File: src/rtl/baud_gen_frac_if.sv
// Control and tick bundle of the fractional baud-rate generator.
// The master side programs the divisor and gates counting. The slave side returns the ticks and the config error flag.
interface baud_gen_frac_if #(
  parameter int DIV_W  = 16,
  parameter int FRAC_W = 4
);
  logic              en;
  logic [DIV_W-1:0]  div_int;
  logic [FRAC_W-1:0] div_frac;
  logic              div_load;
  logic              os_tick;
  logic              bd_tick;
  logic              cfg_err;

  modport master (
    output en, div_int, div_frac, div_load,
    input  os_tick, bd_tick, cfg_err
  );

  modport slave (
    input  en, div_int, div_frac, div_load,
    output os_tick, bd_tick, cfg_err
  );
endinterface

File: src/rtl/baud_gen_frac.sv
// Runtime-programmable baud generator: oversample tick with a first-order
// dithered fractional divisor, plus a bit tick on every OVS-th oversample tick.
module baud_gen_frac #(
  parameter int DIV_W    = 16,
  parameter int FRAC_W   = 4,
  parameter int OVS      = 16,
  parameter int DEF_DIV  = 10,
  parameter int DEF_FRAC = 0
) (
  input  logic           clk,
  input  logic           rst,
  baud_gen_frac_if.slave bus
);
  localparam int OVS_W = (OVS > 1) ? $clog2(OVS) : 1;
  localparam int CNT_W = DIV_W + 1;

  logic [DIV_W-1:0]  div_q, div_d;
  logic [FRAC_W-1:0] frac_q, frac_d;
  logic [FRAC_W-1:0] acc_q, acc_d;
  logic [CNT_W-1:0]  cnt_q, cnt_d;
  logic [CNT_W-1:0]  per_q, per_d;
  logic [OVS_W-1:0]  ovs_cnt_q, ovs_cnt_d;
  logic              os_tick_q, os_tick_d;
  logic              bd_tick_q, bd_tick_d;
  logic              cfg_err_q, cfg_err_d;
  logic [FRAC_W:0]   acc_sum;
  logic              wrap;

  function automatic logic [DIV_W-1:0] clamp_div(input logic [DIV_W-1:0] d);
    return (d < DIV_W'(2)) ? DIV_W'(2) : d;
  endfunction

  assign wrap    = (cnt_q == per_q - CNT_W'(1));
  assign acc_sum = {1'b0, acc_q} + {1'b0, frac_q};

  always_comb begin
    div_d     = div_q;
    frac_d    = frac_q;
    acc_d     = acc_q;
    cnt_d     = cnt_q;
    per_d     = per_q;
    ovs_cnt_d = ovs_cnt_q;
    cfg_err_d = cfg_err_q;
    os_tick_d = 1'b0;
    bd_tick_d = 1'b0;
    if (bus.div_load) begin
      // A load restarts generation from a clean phase and suppresses any due tick.
      div_d     = clamp_div(bus.div_int);
      frac_d    = bus.div_frac;
      acc_d     = '0;
      cnt_d     = '0;
      per_d     = {1'b0, clamp_div(bus.div_int)};
      ovs_cnt_d = '0;
      cfg_err_d = (bus.div_int < DIV_W'(2));
    end else if (bus.en) begin
      if (wrap) begin
        cnt_d     = '0;
        acc_d     = acc_sum[FRAC_W-1:0];
        // The accumulator carry stretches the next period by one cycle.
        per_d     = {1'b0, div_q} + CNT_W'(acc_sum[FRAC_W]);
        os_tick_d = 1'b1;
        if (ovs_cnt_q == OVS_W'(OVS - 1)) begin
          bd_tick_d = 1'b1;
          ovs_cnt_d = '0;
        end else begin
          ovs_cnt_d = ovs_cnt_q + OVS_W'(1);
        end
      end else begin
        cnt_d = cnt_q + CNT_W'(1);
      end
    end
  end

  always_ff @(posedge clk) begin
    if (rst) begin
      div_q     <= DIV_W'(DEF_DIV);
      frac_q    <= FRAC_W'(DEF_FRAC);
      acc_q     <= '0;
      cnt_q     <= '0;
      per_q     <= CNT_W'(DEF_DIV);
      ovs_cnt_q <= '0;
      os_tick_q <= 1'b0;
      bd_tick_q <= 1'b0;
      cfg_err_q <= 1'b0;
    end else begin
      div_q     <= div_d;
      frac_q    <= frac_d;
      acc_q     <= acc_d;
      cnt_q     <= cnt_d;
      per_q     <= per_d;
      ovs_cnt_q <= ovs_cnt_d;
      os_tick_q <= os_tick_d;
      bd_tick_q <= bd_tick_d;
      cfg_err_q <= cfg_err_d;
    end
  end

  assign bus.os_tick = os_tick_q;
  assign bus.bd_tick = bd_tick_q;
  assign bus.cfg_err = cfg_err_q;
endmodule

File: src/flat_wrapper.sv
// flat-port wrapper written by rule: the top's interface ports become plain ports
module baud_gen_frac_flat 
#(
  parameter int DIV_W    = 16,
  parameter int FRAC_W   = 4,
  parameter int OVS      = 16,
  parameter int DEF_DIV  = 10,
  parameter int DEF_FRAC = 0
)
  (clk, rst, bus_en, bus_div_int, bus_div_frac, bus_div_load, bus_os_tick, bus_bd_tick, bus_cfg_err);
  baud_gen_frac_if #(.DIV_W(DIV_W), .FRAC_W(FRAC_W)) bus_i ();
  input  logic clk;
  input  logic rst;
  input wire logic [$bits(bus_i.en)-1:0] bus_en;
  input wire logic [$bits(bus_i.div_int)-1:0] bus_div_int;
  input wire logic [$bits(bus_i.div_frac)-1:0] bus_div_frac;
  input wire logic [$bits(bus_i.div_load)-1:0] bus_div_load;
  output wire logic [$bits(bus_i.os_tick)-1:0] bus_os_tick;
  output wire logic [$bits(bus_i.bd_tick)-1:0] bus_bd_tick;
  output wire logic [$bits(bus_i.cfg_err)-1:0] bus_cfg_err;
  assign bus_i.en = bus_en;
  assign bus_i.div_int = bus_div_int;
  assign bus_i.div_frac = bus_div_frac;
  assign bus_i.div_load = bus_div_load;
  assign bus_os_tick = bus_i.os_tick;
  assign bus_bd_tick = bus_i.bd_tick;
  assign bus_cfg_err = bus_i.cfg_err;
  baud_gen_frac #(.DIV_W(DIV_W), .FRAC_W(FRAC_W), .OVS(OVS), .DEF_DIV(DEF_DIV), .DEF_FRAC(DEF_FRAC)) u_core (.clk(clk), .rst(rst), .bus(bus_i));
endmodule
File: config.mk
export PLATFORM = sky130hd
export DESIGN_NAME = baud_gen_frac_flat
export DESIGN_NICKNAME = d
export VERILOG_FILES = /design/src/rtl/baud_gen_frac_if.sv /design/src/rtl/baud_gen_frac.sv /design/src/flat_wrapper.sv
export SDC_FILE = /design/constraint.sdc
export NUM_CORES = 1
export LEC_CHECK = 0
export BUFFER_PORTS_ARGS = -buffer_cell sky130_fd_sc_hd__buf_2
export CAP_MARGIN = 15
export CORE_MARGIN = 1.5
export CORE_UTILIZATION = 62
export CTS_CLUSTER_SIZE = 30
export DETAILED_ROUTE_END_ITERATION = 12
export PLACE_DENSITY = 0.81
export SLEW_MARGIN = 10
export SYNTH_ARGS = -nofsm -noshare
export SYNTH_HDL_FRONTEND = slang
export SYNTH_SLANG_ARGS = --single-unit
File: constraint.sdc
create_clock -name clk -period 7.9 [get_ports clk]
set_input_delay 0 -clock clk [delete_from_list [all_inputs] [get_ports clk]]
set_output_delay 0 -clock clk [all_outputs]
set_load 0.03 [all_outputs]
---- After elaboration in Yosys (flattened, before gate mapping) ----
Index checks and enable logic that the tools add are counted.
word-level totals
  input bits .............................. 24
  bits in read-only memories .............. 0
  memories kept ........................... 0
  bits in latches ......................... 0
  RAM bits ................................ 0
  flip-flop bits (word level) ............. 65
cells by class
  add/subtract/negate cells ............... 5
  reductions and logical operators ........ 7
  multiply operators ...................... 0
  equal/unequal tests ..................... 2
  multiplexer cells ....................... 8
  order comparisons ....................... 1
  shift-type cells ........................ 0
  divide/modulo/power cells ............... 0
  bitwise logic cells ..................... 2
operator list
  kind                                                         number
  2-to-1 mux 16 bit                                            4
  adder 16 x 1 -> 17 bit                                       1
  adder 17 x 1 -> 17 bit, second input constant                1
  == test 17 bit                                               1
  2-to-1 mux 17 bit                                            1
  subtractor 17 x 1 -> 17 bit, second input constant           1
  less-than comparator 16 x 2 -> 1 bit, second input constant  1
  adder 4 x 4 -> 5 bit                                         1
  adder 4 x 1 -> 4 bit, second input constant                  1
  == test 4 bit, second input constant                         1
  2-to-1 mux 4 bit                                             1
  AND reduction 2 bit                                          2
  nonzero test 2 bit                                           2
  OR reduction 4 bit                                           1
  OR reduction 3 bit                                           1
  2-to-1 mux 1 bit                                             2
  inverter 1 bit                                               2
  OR reduction 2 bit                                           1

---- Depth between registers and ports, before layout ----
Gate-level depths: netlist of run 1.
  depth in word-level cells ............... 5
  depth in mapped cells ................... 15
  mapped depth without buffers ............ 15

---- Worst setup path before layout of run 1 ----
OpenSTA, ideal clock, no wires.
  path kind ............................... reg2reg
  start ................................... register u_core.per_q[2]
  end ..................................... register u_core.per_q[1]
  period minus slack after synthesis ...... 2.725 ns
  data required time ...................... 7.778 ns
  path slack .............................. 5.175 ns
  arrival time ............................ 2.603 ns
  stages on the path, launching flop included .. 11
  path buffers ............................ 2
  path through ............................ dfxtp_1 buf_6 or4_4 or3_4 a2111oi_4 o211ai_1 a21oi_2 nand4_2 buf_6 mux2_1 o32a_1
between the ends
  word-level cells in the longest chain between the ends .. 4
ends and longest elaborated chain
  item                                  line                 text
  start, declared                       baud_gen_frac.sv:21  logic [CNT_W-1:0] per_q, per_d;
  start signal, assigned                baud_gen_frac.sv:80  per_q <= CNT_W'(DEF_DIV);
  start signal, assigned                baud_gen_frac.sv:90  per_q <= per_d;
  subtractor 17 x 1 -> 17 bit           baud_gen_frac.sv:33  assign wrap = (cnt_q == per_q - CNT_W'(1));
  == test 17 bit                        baud_gen_frac.sv:33
  nonzero test 2 bit (no source line)   --
  AND reduction 2 bit (no source line)  --
No other way between the ends.
A chain may end at the register's enable or synchronous reset.

---- Worst setup path in the final report of run 1 ----
  start ................................... register u_core.per_q[7]
  end ..................................... register u_core.cnt_q[4]
between the ends
  word-level cells in the longest chain between the ends .. 3
ends and longest elaborated chain
  item                         line                 text
  subtractor 17 x 1 -> 17 bit  baud_gen_frac.sv:33
  == test 17 bit               baud_gen_frac.sv:33
  2-to-1 mux 17 bit            baud_gen_frac.sv:56  if (wrap) begin
  end signal, assigned         baud_gen_frac.sv:89  cnt_q <= cnt_d;
  end, declared                baud_gen_frac.sv:20  logic [CNT_W-1:0] cnt_q, cnt_d;
No other way between the ends.

==> results of run 1 <==
flip-flops by register name (all words and copies together) (netlist names):
name                cells
u_core.cnt_q           17
u_core.per_q           17
u_core.div_q           16
u_core.acc_q            4
u_core.frac_q           4
u_core.ovs_cnt_q        4
u_core.bus.bd_tick      1
u_core.bus.cfg_err      1
u_core.bus.os_tick      1
through the flow:
| step | instance area, sq um | cells | total power [mW] | utilization |
|---|---|---|---|---|
| global route | 4094 | 534 | 0.7452 | 0.7389 |
| global placement | 3697 | 498 | 0.4275 | 0.6673 |
| detailed placement | 3697 | 498 | 0.4297 | 0.6673 |
| CTS | 4094 | 534 | 0.7162 | 0.7389 |
| floorplan | 3576 | 420 | 0.4113 | - |
| finish | 4094 | 534 | 0.7146 | 0.7389 |
how the worst max path moves through the flow:
stage	end	slack [ns]	cells past startpoint
after floorplan	u_core.per_q[1]$_SDFFE_PP1P_	5.17	10
after global placement	u_core.cnt_q[16]$_SDFFE_PP0P_	4.51	9
after detailed placement	u_core.cnt_q[4]$_SDFFE_PP0P_	4.46	9
after CTS	u_core.cnt_q[4]$_SDFFE_PP0P_	4.41	9
after global routing	u_core.cnt_q[4]$_SDFFE_PP0P_	4.09	9
final	u_core.cnt_q[4]$_SDFFE_PP0P_	4.41	8
final cells by class:
type	count	area, sq um	share of cell area
Multi-Input combinational cell	315	2097	0.5122
Sequential cell	65	1301	0.3178
Timing Repair Buffer	47	337.8	0.08252
Clock buffer	11	141.4	0.03454
Tap cell	72	90.09	0.02200
Inverter	19	71.32	0.01742
Clock inverter	5	55.05	0.01345
power by group:
part,internal [mW],total (mW),leakage [nW],switching [mW]
logic,0.0373,0.0793,1.03,0.0419
registers,0.339,0.354,0.531,0.0146
clock network,0.153,0.282,0.0953,0.128
total,0.530,0.715,1.65,0.185
kinds of logic (layout without fill, tap and decap cells):
kind of cell               after synthesis  in the layout  synth area share
adders and majority gates               10             10           0.03709
buffers and inverters                   40             82           0.04968
and+or+nand+nor                        157            157            0.2187
AOI/OAI and AO/OA                       70             70            0.1288
muxes                                   30             30           0.08432
xor gates and xnor gates                48             48            0.1176
DFF                                     65             65            0.3639
metal layers:
| metal | vias to the layer above | GRT usage | part of all wire |
|---|---|---|---|
| met5 | - | 0 | 0 |
| met4 | 0 | 0.1193 | 0.023 |
| met3 | 20 | 0.06667 | 0.051 |
| met2 | 101 | 0.4612 | 0.47 |
| met1 | 1415 | 0.3556 | 0.45 |
| li1 | 1547 | - | - |
critical path, delay by kind of cell, from the launching register on:
kind,cells,cell delay (ns)
and+or+nand+nor,5,1.90
AOI/OAI and AO/OA,2,0.68
buffers and inverters,1,0.39
DFF,1,0.37
cell usage in the layout, fill, tap and decap left out, drive strengths merged, types with 12 or more instances in the layout:
cell         count
a21oi           29
dfxtp           65
o21ai           12
nand2           35
inv             19
mux2i           29
xor2            12
nor2            47
xnor2           36
dlygate4sd3     20
buf             27
nand3           15
what timing repair did:
| action | CTS | global route |
|---|---|---|
| endpoints found under the setup margin | 0 | 0 |
| hold buffers | 20 | 0 |
| resized for setup | 0 | 0 |
| endpoints found under the hold margin | 29 | 0 |
==> metrics, run 1 <==
Yosys warning count 0; Mapped Area approximately 3600 sq um; Layout Nets 491; Starting Density 0.6454; sequential cell area fraction in the yosys report 0.3639; WL per Instance 15.04 um; Max clock buf depth 2; Pins Over Slew Limit 0; max_cap viols 0; RSZ-0062 raised after global routing false; top-count cell post-synth dfxtp_1; Syn-to-layout area delta 14.49%; flop and latch count out of synthesis 65; Worst Hold End u_core.cnt_q[1]$_SDFFE_PP0P_; number of global-route vias before repair between 2k and 3k; Routed Antenna Nets 0; critical path arrival between 3 and 4 ns; clk slew on worst S/H paths around 0.070 ns; flop-to-flop setup slack approximately 4.4 ns; largest area contributor in the netlist dfxtp_1; synth cell count leaders 65 x dfxtp_1, 47 x nor2_1, 36 x xnor2_1, 35 x nand2_1, 29 x mux2i_1; share of the synthesized area in the top cell type 0.3639; crit path cell chain nor4_1, nand2_1, a2111o_1, a211oi_2, nand4_2, buf_4, nand2b_1, nor2_1; # port buffers 26; Die W slightly below 80 um; min Tclk post-route roughly 3.5 ns; Distinct cells, synth between 50 and 60; CTS tree done; setup tns final 0 ns; pwr/cell area about 170 nW/um^2; largest net degree at the start of global routing 38; WL final 8.029 mm; status finished, final reports clean; worst hold slack around 0.011 ns; largest cells by area after synthesis dfxtp_1 36%, xnor2_1 8.8%, mux2i_1 8.1%; Final HPWL DP ~5.2 mm; syn avg cell area between 8 and 9 sq um; startpoint type of the worst setup path register; # H-tree levels 3; Synth Flop Type dfxtp_1; Critical Path End Type register; max_slew headroom 0.4382; ant diodes 0; initial antenna violation count 0; CP peak stage delay between 0.7 and 0.8 ns; CP startpoint u_core.per_q[7]$_SDFFE_PP0P_; Die Span Y 78.95 um; first-pass GRT wire length ~14 mm; Crit Path Category reg -> reg; FFs w/ async S/R, synth 0; Core Box Area about 5500 sq um; # clock sinks between 60 and 70; violation count after the first detailed-routing iteration between 200 and 250; layout cells sized above 1 0.1082; Max rail drop VDD ~0.14 mV; Layout fillers between 400 and 500; Hold Startpoint bus_en; Setup WS post-layout approximately 4.4 ns; worst r2r dst u_core.cnt_q[4]$_SDFFE_PP0P_; later-pin clock latency in the skew report between 0.3 and 0.4 ns; Min-Delay Path Depth 3; crit path max fanout 24; vias slightly above 3k; routability congestion estimate 0.8706; Hold Path Class in -> reg; Die Footprint 6232 sq um; GRT overflow 0; LEAKAGE 1.655 nW; final setup violation count 0; Setup WS pre-CTS 4.456 ns; Mapped Nets 454; Achievable Freq 286.2 MHz; R2R Path Start u_core.per_q[7]$_SDFFE_PP0P_; vias per std cell 5.773; Worst Tran Pin Value around 0.84 ns; IO Count 27; Tcrit/Tclk final 0.4423; Syn Inst Count 420; final clock skew around 0.013 ns; GRT Total Usage 0.2818; number of synthesized flops with an enable pin 0; Final Hold Fails 0; Cell Rows 27; Root Driver clkbuf_8; Worst R2R Path Depth 8; drt drc 0; Worst Path Required between 8 and 9 ns; post-CTS setup buffer count 0; drt first pass iters 4; Crit-path slowest cell nor4_1; Num CTS Buffers 9
Power figures use the tool's default switching activity.
==> run 2, diff against run 1 <==
Settings changed: CORE_UTILIZATION 62 to 54, PLACE_DENSITY 0.81 to 0.75.
Clock period 7.9 ns to 3.1 ns, I/O delays scaled along.
==> metrics, run 2 (synthesized netlist as in run 1, its figures left out) <==
Setup WS pre-CTS -0.01075 ns; Achievable Freq approximately 330 MHz; number of global-route vias before repair ~3.0k; Tcrit/Tclk final 0.9705; Crit Path Category reg -> reg; fin area between 4000 and 5000 sq um; Min-Delay Path Depth 2; first-pass GRT wire length between 10 and 15 mm; fin cells between 500 and 600; clock share of power 0.447; # clock sinks between 60 and 70; sequential share of power 0.441; layout cells sized above 1 0.1618; WL final 8.704 mm; # H-tree levels 3; vias per std cell roughly 5.8; Worst R2R Path Depth 15; combinational fraction of design power 0.111; Layout fillers 492; GRT overflow 0; vias roughly 3.2k; placed cell count roughly 500; Critical Path Stages 15; max_slew headroom 0.5543; initial antenna violation count 0; Setup WS post-layout between 0.09 and 0.1 ns; Syn-to-layout area delta 21.69%; IO Count 27; Hold Startpoint rst; Max rail drop VDD 0.2902 mV; R2R Path Start u_core.acc_q[0]$_SDFFE_PP0P_; P_int between 1.5 and 2 mW; Routed Antenna Nets 0; startpoint type of the worst setup path register; Die Footprint slightly above 7000 sq um; Layout Nets around 510; Hold Path Class in -> reg; Switch Pwr between 500 and 600 uW; drt first pass iters 5; switch share 0.2505; critical path arrival approximately 3.2 ns; CP startpoint u_core.acc_q[0]$_SDFFE_PP0P_; pwr/cell area approximately 470 nW/um^2; most frequent CP cell ha_2; Die W ~84 um; drt drc 0; GRT Total Usage 0.2532; Final HPWL DP approximately 5.5 mm; Pins Over Slew Limit 0; commonest non-fill, non-tap cell in the layout dfxtp_1; CP peak stage delay 0.40 ns; status finished, final reports clean; Placed Area 3806 sq um; WL per Instance 15.74 um; Die Span Y approximately 84 um; Starting Density 0.5600; final setup violation count 0; Max clock buf depth 2; most frequent cells in the layout 64 x dfxtp_1, 46 x nor2_1, 36 x xnor2_1, 34 x nand2_1, 29 x mux2i_1; LEAKAGE around 1.8 nW; Cell Rows 29; Critical Path End Type register; Crit-path slowest cell fa_1; largest registers u_core.cnt_q (17), u_core.per_q (17), u_core.div_q (16); violation count after the first detailed-routing iteration approximately 270; clk slew on worst S/H paths 0.08 ns; # port buffers 26; crit path max fanout 3; CP Buf/Inv Count 1; Root Driver clkbuf_8; Num CTS Buffers 9; Final Hold Fails 0; min Tclk post-route 3.009 ns; later-pin clock latency in the skew report between 0.3 and 0.4 ns; CP delay by family, top simple AND/OR/NAND/NOR gates; CTS tree done; final clock skew roughly 0.008 ns; setup tns final 0 ns; ant diodes 0; Worst Path Required around 3.3 ns; largest net degree at the start of global routing 38; Worst Tran Pin Value around 0.67 ns; routability congestion estimate between 0.8 and 0.9; max_cap viols 0; Core Box Area about 6400 sq um; crit path cell chain ha_1, inv_1, fa_1, nor2b_1, o21ai_0, nand2b_1, ha_2, ha_2, and3_4, nand3_4, nor3_4, nand4_1, xnor2_1, mux2i_1, o22ai_1
[run 2: final timing paths]
check | endpoint | slack [ns]
max reg2reg | u_core.per_q[14]$_SDFFE_PP0P_ | 0.09
min reg2reg | u_core.div_q[0]$_SDFFE_PP0P_ | 0.48
max | u_core.per_q[14]$_SDFFE_PP0P_ | 0.09
min | u_core.bus.cfg_err$_SDFFE_PP0P_ | 0.17
[run 2: power groups by stage]
| stage | combinational, mW | sequential (mW) | clock, mW |
|---|---|---|---|
| after detailed placement | 0.196 | 0.915 | 0 |
| after global placement | 0.190 | 0.914 | 0 |
| after global routing | 0.249 | 0.904 | 0.952 |
| after CTS | 0.219 | 0.897 | 0.921 |
| final | 0.227 | 0.900 | 0.913 |
| after floorplan | 0.140 | 0.908 | 0 |
[run 2: repair_timing]
item	4_1_cts	5_1_grt
endpoints found under the hold margin	30	0
endpoints found under the setup margin	2	9
hold buffers	21	0
pin swaps	1	3
buffers inserted	1	0
gates resized for setup	4	12
[run 2: per-layer routing]
metal  global-route usage  share of wire  vias to the layer above
li1                     -              -                     1572
met1               0.3274           0.44                     1475
met2               0.4233           0.48                      109
met3              0.04031          0.051                       24
met4               0.1026          0.025                        0
met5                    0              0                        -
[run 2: final cells by class]
type | count | area (sq um) | share of cell area
multi-input combinational | 315 | 2171 | 0.4988
sequential | 65 | 1303 | 0.2993
timing repair buffer | 61 | 457.9 | 0.1052
clock buffer | 10 | 137.6 | 0.03163
clock inverter | 6 | 115.1 | 0.02645
tap | 77 | 96.34 | 0.02214
inverter | 19 | 71.32 | 0.01639
[run 2: worst reg2reg max path, cell delays in order (launching register included)]
cell	delay (ns)
dfxtp_1	0.34
ha_1	0.17
inv_1	0.06
fa_1	0.40
nor2b_1	0.15
o21ai_0	0.13
nand2b_1	0.13
ha_2	0.20
ha_2	0.20
and3_4	0.22
nand3_4	0.11
nor3_4	0.23
nand4_1	0.14
xnor2_1	0.15
mux2i_1	0.13
o22ai_1	0.11
[run 2: per-stage QoR]
stage / hold WS [ns] / util / power (mW)
finish: 0.1663 / 0.6814 / 2.040
global route: 0.1966 / 0.6814 / 2.105
CTS: 0.1623 / 0.6730 / 2.037
detailed placement: 0.2441 / 0.5960 / 1.112
global placement: 0.2351 / 0.5960 / 1.104
floorplan: 0.1403 / - / 1.048
